### src/rtl/det2_ctrl_pkg.sv
// Shared types and constants for the 2x2 determinant controller.
package det2_ctrl_pkg;

    localparam int WIDTH_DEF = 32;
    localparam logic [31:0] ZERO = 32'h0000_0000;

    // IEEE-754 single-precision field bounds
    localparam int SIGN_BIT = 31;
    localparam int MAG_MSB  = 30;
    localparam int MAG_LSB  = 0;

    typedef enum logic [2:0] {
        IDLE,
        MUL_AD,
        MUL_BC,
        SUB,
        DONE
    } state_t;

    // True for +0 and -0: the sign bit is ignored.
    function automatic logic fp_is_zero(input logic [31:0] v);
        return (v[MAG_MSB:MAG_LSB] == '0) && (v[SIGN_BIT] == v[SIGN_BIT]);
    endfunction

endpackage

### src/rtl/det2_ctrl_op_timer.sv
// Per-operation watchdog: restarts on every start pulse, flags expiry once
// TIMEOUT cycles (start cycle included) have passed without a clear.
module op_timer #(
    parameter int TIMEOUT = 255
) (
    input  logic clk,
    input  logic rst,
    input  logic start,
    input  logic clear,
    output logic expired
);

    localparam int CW = $clog2(TIMEOUT + 1);

    logic [CW-1:0] count;
    logic          run;

    // Count cycles since the last start; count is 1 in the cycle after start.
    always_ff @(posedge clk) begin
        if (rst) begin
            run   <= 1'b0;
            count <= '0;
        end else if (start) begin
            run   <= 1'b1;
            count <= CW'(1);
        end else if (clear) begin
            run   <= 1'b0;
        end else if (run && !expired) begin
            count <= count + 1'b1;
        end
    end

    // Gated by start so a stale count from the previous op never fires on entry.
    assign expired = run && !start && (count == CW'(TIMEOUT - 1));

endmodule

### src/rtl/det2_ctrl.sv
// 2x2 determinant controller: sequences a*d, b*c and ad-bc through shared
// multiplier/adder units, with a per-operation timeout.
module det2_ctrl
    import det2_ctrl_pkg::*;
#(
    parameter int WIDTH   = WIDTH_DEF,
    parameter int TIMEOUT = 255
) (
    input  logic             clk,
    input  logic             rst,
    input  logic             in_valid,
    output logic             in_ready,
    input  logic [WIDTH-1:0] a,
    input  logic [WIDTH-1:0] b,
    input  logic [WIDTH-1:0] c,
    input  logic [WIDTH-1:0] d,
    output logic             mul_start,
    output logic [WIDTH-1:0] mul_x,
    output logic [WIDTH-1:0] mul_y,
    input  logic             mul_done,
    input  logic [WIDTH-1:0] mul_result,
    output logic             add_start,
    output logic [WIDTH-1:0] add_x,
    output logic [WIDTH-1:0] add_y,
    output logic             add_sub,
    input  logic             add_done,
    input  logic [WIDTH-1:0] add_result,
    output logic             out_valid,
    input  logic             out_ready,
    output logic [WIDTH-1:0] det,
    output logic             singular,
    output logic             error
);

    state_t state, next_state;
    logic   entry;          // first cycle in the current state
    logic   mul_ack, add_ack, timeout, expired;

    logic [WIDTH-1:0] a_r, b_r, c_r, d_r, ad_r, bc_r, det_r;
    logic             singular_r, error_r;

    op_timer #(.TIMEOUT(TIMEOUT)) u_timer (
        .clk     (clk),
        .rst     (rst),
        .start   (mul_start | add_start),
        .clear   (next_state != state),
        .expired (expired)
    );

    // State register plus first-cycle marker used to pulse the unit starts.
    always_ff @(posedge clk) begin
        if (rst) begin
            state <= IDLE;
            entry <= 1'b0;
        end else begin
            state <= next_state;
            entry <= (next_state != state);
        end
    end

    // Next-state and unit-interface decode; a done in the start cycle or in a
    // state not waiting for it is a stray and is dropped.
    always_comb begin
        next_state = state;
        in_ready   = 1'b0;
        out_valid  = 1'b0;
        mul_start  = 1'b0;
        mul_x      = '0;
        mul_y      = '0;
        add_start  = 1'b0;
        add_x      = '0;
        add_y      = '0;
        add_sub    = 1'b0;
        mul_ack    = 1'b0;
        add_ack    = 1'b0;
        timeout    = 1'b0;
        case (state)
            IDLE: begin
                in_ready = 1'b1;
                if (in_valid) next_state = MUL_AD;
            end
            MUL_AD: begin
                mul_start = entry;
                mul_x     = a_r;
                mul_y     = d_r;
                mul_ack   = mul_done && !entry;
                timeout   = expired && !mul_ack;
                if (mul_ack)      next_state = MUL_BC;
                else if (timeout) next_state = DONE;
            end
            MUL_BC: begin
                mul_start = entry;
                mul_x     = b_r;
                mul_y     = c_r;
                mul_ack   = mul_done && !entry;
                timeout   = expired && !mul_ack;
                if (mul_ack)      next_state = SUB;
                else if (timeout) next_state = DONE;
            end
            SUB: begin
                add_start = entry;
                add_x     = ad_r;
                add_y     = bc_r;
                add_sub   = 1'b1;
                add_ack   = add_done && !entry;
                timeout   = expired && !add_ack;
                if (add_ack || timeout) next_state = DONE;
            end
            DONE: begin
                out_valid = 1'b1;
                if (out_ready) next_state = IDLE;
            end
            default: next_state = IDLE;
        endcase
    end

    // Operand capture, partial products and the result/flag registers.
    always_ff @(posedge clk) begin
        if (rst) begin
            a_r        <= '0;
            b_r        <= '0;
            c_r        <= '0;
            d_r        <= '0;
            ad_r       <= '0;
            bc_r       <= '0;
            det_r      <= '0;
            singular_r <= 1'b0;
            error_r    <= 1'b0;
        end else begin
            if (state == IDLE && in_valid) begin
                a_r     <= a;
                b_r     <= b;
                c_r     <= c;
                d_r     <= d;
                error_r <= 1'b0;
            end
            if (state == MUL_AD && mul_ack) ad_r <= mul_result;
            if (state == MUL_BC && mul_ack) bc_r <= mul_result;
            if (add_ack) begin
                det_r      <= add_result;
                singular_r <= fp_is_zero(32'(add_result));
            end
            if (timeout) begin
                det_r      <= WIDTH'(ZERO);
                singular_r <= 1'b1;
                error_r    <= 1'b1;
            end
        end
    end

    assign det      = det_r;
    assign singular = singular_r;
    assign error    = error_r;

endmodule

### config.mk
export PLATFORM = sky130hd
export DESIGN_NAME = det2_ctrl
export DESIGN_NICKNAME = d
export VERILOG_FILES = /design/src/rtl/det2_ctrl_pkg.sv /design/src/rtl/det2_ctrl_op_timer.sv /design/src/rtl/det2_ctrl.sv
export SDC_FILE = /design/constraint.sdc
export NUM_CORES = 1
export LEC_CHECK = 0
export BUFFER_PORTS_ARGS = -buffer_cell sky130_fd_sc_hd__buf_2
export CORE_MARGIN = 3
export CORE_UTILIZATION = 24
export DETAILED_ROUTE_END_ITERATION = 12
export GPL_TIMING_DRIVEN = 0
export PLACE_DENSITY = 0.55
export SLEW_MARGIN = 10
export SYNTH_ARGS = -nofsm -noshare
export SYNTH_HDL_FRONTEND = slang
export SYNTH_HIERARCHICAL = 1
export SYNTH_SLANG_ARGS = --single-unit
export TNS_END_PERCENT = 1
### constraint.sdc
create_clock -name clk -period 3.6 [get_ports clk]
set_input_delay 0.18 -clock clk [delete_from_list [all_inputs] [get_ports clk]]
set_output_delay 0.18 -clock clk [all_outputs]
set_load 0.02 [all_outputs]
==> results.md, run 1 <==
- The transition at the pin with the smallest max-transition slack is 0.719 ns.
- The mapped netlist covers 9890 um2.
- After technology mapping, the gate count stands at 1242.
- The maximum resistive drop on vdd is 0.361 mV.
- The post-route clock period utilization is 90.2%.
- The number of filler instances in the final layout is 4132.
- Based on the critical path, the design can be clocked at up to 308 MHz.
- Counting every net in the synthesized netlist gives 1442.
- The total power is 6.82 mW.
- In the final layout, the multi-input gates occupy 4590 um2.
- Cells with a size suffix above 1 make up 27.5% of the layout.
- During synthesis, Yosys emitted a total of 6 warnings.
- Global routing consumed, on the met3 layer, 3.32% of the routing resources.
- For this run, global-route usage on met2 was measured as 28.1%.
- The die covers 43700 um2.
- The number of failing hold endpoints at the final stage was 0.
- For the worst setup path, the data required time is 4.04 ns.
- The critical path in this run is classified as reg -> reg.
- The number of DRC violations after detailed routing is 0.
- In the synthesized netlist the async set-or-reset flop fraction comes to 0%.
- The worst setup path is launched from a flip-flop.
- The detailed-route wire length is 37.2 mm.
- Of all nets on the critical path, the largest fanout is 8.
- The clock period minus final worst setup slack is 3.25 ns.
- Clock-pin slew was measured on the worst setup and hold paths at 0.06 ns.
- In the routed layout, each cell is associated on average with a via count of 4.46.
- The maximum root-to-sink buffer count is 3.
- The min-delay analysis places its worst path in the category in -> reg.
- The HPWL after detailed placement is 26.8 mm.
- The total track usage is 16.2%.
- 365 I/O pins were placed.
- The post-synthesis sequential element count is 239.
- The TritonCTS clock tree is done.
- After detailed routing, the average wire length per cell comes to 15.7 um.
- The number of global-route vias before repair came to 10.8k.
- The die is 209 um tall.
- STA classifies the critical path endpoint as a flip-flop.
- The first-pass GRT wire length is 58.0 mm.
- After floorplanning, the core was divided into 73 placement rows.
- The number of antenna violations at the first check in global routing is 5.
- Once the floorplan was initialized, standard cells occupied 24.6% of the core.
- The pin count of the biggest net entering global routing is 14.
- The power per cell area is 446 nW/um2.
- Across the whole layout, storage elements account for 4780 um2.
- CTS built an H-tree with a depth of 1.
- The core box area is 40200 um2.
- The number of pins exceeding their max-slew limit in the final report was 0.
- Max-cap violations in this run came to 0.
- The mean cell area of the mapped netlist is 7.97 um2.
- Sequential cells were found to cover 48.4% of the synthesized design area.
- The starting DRC count in detailed routing is 565.
- Counting distinct cell types in the post-synthesis netlist gives 49.
- The standby leakage power is 6.63 nW.
- The routed layout has 10.6k vias.
- Global routing used 20.4% of the available met1 tracks.
- The final layout contains 2030 nets.
- The clock net in this run drives a total of 239 sinks.
- At the end of routability-driven placement, the weighted congestion stood at 0.788.
- The most instantiated flip-flop cell in the synthesis netlist is dfxtp_1.
- Across the routed clock network, the largest skew measured is 0.00729 ns.
- The arrival time of the worst setup path is 3.69 ns.
- The area added between synthesis and finish is 54.5%.
- The flow ran to the end, and the final reports show no timing, DRC or antenna violations.
- Measured along the x axis, the die boundary spans 209 um.
- The worst pin sits at a relative slew slack of 52.1%.
- The number of port buffers is 364.
- For this run, the detailed router's first-pass iteration total came to 4.
- The number of clock buffers added by TritonCTS is 28.
- In this run the post-CTS setup repair buffer count came out at 0.
- The layer with the highest usage is met2.
- The tree is rooted in a clkbuf_16.
- The later pin in the worst-skew pair is clocked with a latency of 0.55 ns.
- The detail route stage leaves a number of antenna-violating nets equal to 0.
- Setup repair after global routing left no endpoint under its margin.
- Hold timing on the final database bottoms out at a slack of 0.127 ns.
- Setup violations remaining at the end of the flow were counted as 0.
- The core utilization of the finished layout is 38.0%.
- The leftover overflow at the end of global routing is 0.
- Yosys mapped a number of flops with a built-in enable equal to 0.
## report_power, final
| part | total [mW] | internal [mW] | leakage [nW] | switching, mW |
|---|---|---|---|---|
| clock | 2.95 | 1.81 | 0.479 | 1.14 |
| combinational | 1.01 | 0.441 | 4.21 | 0.570 |
| sequential | 2.86 | 2.79 | 1.95 | 0.0722 |
## stage by stage
stage	setup TNS, ns	worst slack, ns	std cells	cell area (um2)
after detailed placement	-0.0531	-0.0508	2131	12400
after CTS	0	0.227	2374	15300
final	0	0.353	2377	15300
after floorplan	0	0.359	1242	9890
after global routing	0	0.00110	2377	15300
after global placement	0	0.0741	2131	12400
## critical path, stage by stage, from the launching register on
cell and delay, ns:
dfxtp_1 0.42, and3b_1 0.21, buf_6 0.13, and2_1 0.17
or2_2 0.32, nand4b_2 0.31, nor3_4 0.33, nor4b_4 0.33
nor2_1 0.15, nand4_1 0.13, nand2b_1 0.16, o21bai_4 0.18
mux2i_1 0.23, nor2_1 0.06
## cell usage in the layout (no fill, tap or decap), drive strengths merged, types with 2 or more instances in the layout
master / count
nand2: 459
o21ai: 3
o211ai: 2
bufinv: 4
ha: 2
o31ai: 2
nor3: 4
a31oi: 3
nor2: 7
or3: 4
or4: 2
a21oi: 230
clkinv: 9
or2: 2
nand4: 4
nand3: 2
dfxtp: 239
diode: 3
clkbuf: 78
o21a: 2
a22o: 64
xnor2: 2
nand2b: 4
and2: 69
dlygate4sd3: 194
nor4: 8
inv: 6
buf: 421
mux2i: 2
nor3b: 5
and3b: 2
## sequential cells by signal (all words and copies together), names as in the netlist, 8 cells and up
signal	flops
ad_r	32
c_r	32
det	32
u_timer/count	8
a_r	32
bc_r	32
b_r	32
d_r	32
## timing repair
item | CTS | global route
hold buffers | 194 | 0
hold endpoints to repair | 229 | 0
endpoints found under the setup margin | 2 | 2
gates resized for setup | 1 | 1
## synth_stat cells, types with 3 or more instances
| library cell | n | area [um2] |
|---|---|---|
| nand2b_1 | 4 | 25.0 |
| or3_1 | 4 | 25.0 |
| buf_2 | 37 | 185 |
| a22o_1 | 64 | 561 |
| dfxtp_1 | 239 | 4780 |
| a31oi_1 | 3 | 18.8 |
| clkbuf_1 | 42 | 158 |
| nor4_1 | 8 | 50.1 |
| nor3_1 | 3 | 15.0 |
| a21oi_1 | 200 | 1000 |
| o21ai_0 | 3 | 15.0 |
| buf_4 | 16 | 120 |
| and2_1 | 69 | 432 |
| inv_1 | 5 | 18.8 |
| nor3b_1 | 3 | 22.5 |
| nand2_1 | 459 | 1720 |
| nor2_1 | 7 | 26.3 |
| a21oi_2 | 30 | 263 |
| buf_6 | 4 | 45.0 |
| nand4_1 | 3 | 18.8 |
## logic make-up (layout without fill, tap and decap cells)
kind of cell | count (synthesis) | in the layout | synth area share [%]
other cells | 0 | 3 | 0
simple gates | 576 | 576 | 25.3
compound gates | 315 | 315 | 20.3
xor+xnor | 3 | 3 | 0.266
buf+inv | 105 | 712 | 5.37
fa+ha+maj | 2 | 2 | 0.253
mux | 2 | 2 | 0.202
flops | 239 | 239 | 48.4
## layer usage
layer / up-vias / routed length, um
li1: 5307 / -
met1: 4904 / 16200
met2: 327 / 17800
met3: 68 / 2170
met4: 2 / 997
met5: - / 13
## final timing paths
| kind | startpoint | end | slack (ns) | cells after the start |
|---|---|---|---|---|
| worst min register to register | ad_r[11] | ad_r[11] | 0.45 | 2 |
| worst max register to register | state[2] | u_timer/count[1] | 0.35 | 13 |
| worst min-delay path | mul_done | state[1] | 0.13 | 5 |
| worst max-delay path | state[2] | u_timer/count[1] | 0.35 | 13 |
## layout make-up
class / instances / share of cell area, %
flip-flops and latches: 239 / 31.3
clock buffers: 35 / 5.09
inverters: 5 / 0.123
diodes: 3 / 0.0491
repair buffers: 558 / 24.6
plain buffers: 100 / 3.36
well taps: 525 / 4.30
clock inverters: 14 / 1.14
multi-input cells: 898 / 30.0
(Power assumes the default switching activity.)
==> run 2, diff against run 1 <==
- clock period: 3.6 -> 3.4 ns (I/O delays scaled with it)
==> run 2 against run 1 <==
Effect of this change:
- worst hold slack got worse by 0.011 ns
- global-route usage did not move
- register-to-register slack got worse by 0.05 ns
- critical path depth did not move
- routed wire length rose by 0.12%
- clock power rose by 6%
- sequential share of layout area fell by 0.058 points
- flip-flop and latch count did not move
- combinational power rose by 6%
- critical path type unchanged
- critical endpoint unchanged
- largest power group unchanged
- highest routed layer unchanged
==> results.md, run 2 (synthesis results as in run 1) <==
- The count of clock tree sinks came to 239 (unchanged).
- The HPWL after detailed placement came to 26.8 mm (unchanged).
- The transition at the pin with the smallest max-transition slack is 0.717 ns (-0.00173 ns).
- The clock period minus final worst setup slack came to 3.09 ns (-0.153 ns).
- The share of total power in the clock network is 43.2% (about the same).
- The initial core utilization was 24.6% (unchanged).
- The flip-flop and latch area is 4790 um2 (about the same).
- The layout cell share with drive strength beyond 1 is 27.7% (+0.17 points).
- The pin count of the biggest net entering global routing is 14 (unchanged).
- The core utilization of the finished layout is 38.1% (+0.081 points).
- The power per cell area is 471 nW/um2 (+5.7%).
- The switching share of power is 26.2% (about the same).
- The post-CTS clock slew at the launch and capture registers of the worst setup and hold paths is 0.06 ns (about the same).
- The library cells used most frequently in the layout, excluding fill and tap cells, are nand2_1, buf_2, dfxtp_1, a21oi_1, dlygate4sd3_1.
- The min-delay analysis places its worst path in the category in -> reg.
- The total power is 7.22 mW (+5.9%).
- The number of global-route vias before repair was 10.8k (unchanged).
- The remaining antenna violation count was 0 (unchanged).
- Compared with the post-synthesis result, the final layout area differs by 54.8%.
- The global routing stage identified its most utilized layer as met2.
- The final weighted congestion in routability-driven placement is 0.788 (unchanged).
- The final routed wire length divided by cell count was 15.7 um (about the same).
- The critical-path maximum fanout came to 8 (unchanged).
- The leftover overflow at the end of global routing is 0 (unchanged).
- The net switching power was 1.89 mW (+5.9%).
- The worst-case clock skew is 0.00782 ns (+0.000527 ns).
- The deepest level of the CTS H-tree came to 1 (unchanged).
- The startpoint identified for the worst register-to-register timing path is state[2].
- The starting DRC count in detailed routing is 571 (+1.1%).
- The number of port buffers was 364 (unchanged).
- The combinational fraction of design power is 14.8% (about the same).
- The number of pins exceeding their max-slew limit in the final report is 0 (unchanged).
- The start point of the worst hold path is mul_done.
- The detailed-routing iteration count for the pre-antenna-repair pass was 5 (+1).
- The CTS root buffer is clkbuf_16.
- The first-pass GRT wire length is 58.0 mm (unchanged).
- The via-per-instance ratio is 4.46 (about the same).
- TritonCTS built the clock tree.
- The global routing usage on met2 came to 28.1% (unchanged).
- The maximum root-to-sink buffer count came to 3 (unchanged).
- The number of core rows is 73 (unchanged).
- The number of setup violations in the final report was 0 (unchanged).
- The area of the die came to 43700 um2 (unchanged).
- The critical path launch point type is a flip-flop.
- The run finished with clean final reports.
- The maximum resistive drop on vdd was 0.383 mV (+6.1%).
- The number of filler instances in the final layout came to 4131 (-0.024%).
- The detailed-route via count was 10.6k (+0.14%).
- The instance count along the most critical hold path was 5 (unchanged).
- The path with the worst hold slack has its endpoint at state[1].
- The worst endpoint required time was 3.84 ns (-0.20 ns).
- The global-route met1 utilization is 20.4% (unchanged).
- The core box area is 40200 um2 (unchanged).
- The area of the multi-input gates is 4600 um2 (+0.19%).
- The final net count was 2033 (+0.15%).
- The post-route clock period utilization is 91.0% (+0.81 points).
- The number of DRC violations after detailed routing is 0 (unchanged).
- The startpoint-to-endpoint class of the critical path is reg -> reg.
- The cell total after placement is 2131 (unchanged).
- The horizontal extent of the die is 209 um (unchanged).
- Leaving out fill and tap cells, the most frequent cell in the layout is nand2_1.
- The number of antenna violations at the first check in global routing is 5 (unchanged).
- The worst-case headroom to the max-slew limit came to 52.2% (+0.12 points).
- The arrival time of the worst setup path is 3.53 ns (-0.16 ns).
- The slack of the worst reg-to-reg path is 0.31 ns (-0.05 ns).
- The worst register-to-register path ends at u_timer/count[1].
- The global routing met3 resource utilization came to 3.32% (unchanged).
- Setup repair after global routing left no endpoint under its margin.
- The die boundary height is 209 um (unchanged).
- The proportion of power drawn by flip-flops and latches was 41.9% (about the same).
- The number of failing hold endpoints at the final stage came to 0 (unchanged).
- The number of standard cells in the final layout excluding fillers is 2380 (+0.13%).
- The standby leakage power is 6.67 nW (+0.51%).
- The total track usage came to 16.2% (unchanged).
- The number of I/O pins was 365 (unchanged).
- The max-cap violation count came to 0 (unchanged).
- STA classifies the critical path endpoint as a flip-flop.
- The clock latency of the later-clocked register in the worst-skew pair was 0.55 ns (about the same).
- The worst reg2reg path depth was 13 (unchanged).
- The internal power summed over all cells is 5.33 mW (+5.9%).
- The total clock buffers created by CTS is 28 (unchanged).
- The maximum operating frequency was 323 MHz (+4.9%).
- The detailed-route wire length is 37.3 mm (+0.12%).
==> run 2: cell count changes in the layout (fill, tap and decap cells not counted) <==
cell      before  now
dfxtp_2        0    1
nand4b_4       0    1
nand4b_2       1    0
buf_4         16   19
dfxtp_1      239  238
==> run 2: final cells by class <==
type	instances	share of cell area (%)
flip-flops and latches	239	31.2
multi-input cells	898	30.0
repair buffers	561	24.7
clock buffers	35	5.08
well taps	525	4.29
plain buffers	100	3.35
clock inverters	14	1.14
inverters	5	0.123
diodes	3	0.0490
==> run 2: stage by stage <==
stage | area (um2) | setup TNS (ns) | hold WS (ns) | worst slack (ns)
after global placement | 12400 | -0.339 | 0.414 | -0.126
after global routing | 15300 | 0 | 0.156 | 0.00790
final | 15300 | 0 | 0.115 | 0.306
after CTS | 15300 | 0 | 0.0797 | 0.0273
after floorplan | 9890 | 0 | 0.239 | 0.159
after detailed placement | 12400 | -0.940 | 0.416 | -0.251
==> run 2: critical path, cell delays in order (launching register included) <==
cell      delay (ns)
dfxtp_2         0.38
and3b_1         0.20
buf_6           0.13
and2_1          0.17
or2_2           0.33
nand4b_4        0.24
nor3_4          0.32
nor4b_4         0.32
nor2_1          0.15
nand4_1         0.13
nand2b_1        0.16
o21bai_4        0.18
mux2i_1         0.23
nor2_1          0.06
==> run 2: worst max path at each step <==
stage                             to  slack (ns)  startpoint  cells past startpoint
floorplan           u_timer/count[1]        0.16    state[2]                     13
global placement    u_timer/count[1]       -0.13    state[2]                     13
detailed placement  u_timer/count[1]       -0.25    state[2]                     13
CTS                 u_timer/count[1]        0.03    state[2]                     13
global route        u_timer/count[1]       0.008    state[2]                     13
finish              u_timer/count[1]        0.31    state[2]                     13
==> run 2: layer usage <==
metal / routed length [um] / vias to the layer above
met5: 13 / -
met4: 997 / 2
met3: 2160 / 68
met2: 17800 / 327
met1: 16300 / 4915
li1: - / 5311
==> run 2: repair_timing <==
item,CTS,global route
hold buffers,194,0
resized for setup,1,3
buffers inserted,0,3
pin swaps,0,1
endpoints found under the hold margin,230,0
endpoints found under the setup margin,8,7
cloned,0,0
==> run 2: power by group through the flow <==
stage,Combinational [mW],Clock (mW),Sequential (mW)
2_1_floorplan,0.530,0,3.07
3_3_place_gp,0.892,0,3.08
3_5_place_dp,0.899,0,3.09
4_1_cts,1.08,3.21,3.03
5_1_grt,1.18,3.31,3.05
6_report,1.07,3.12,3.03
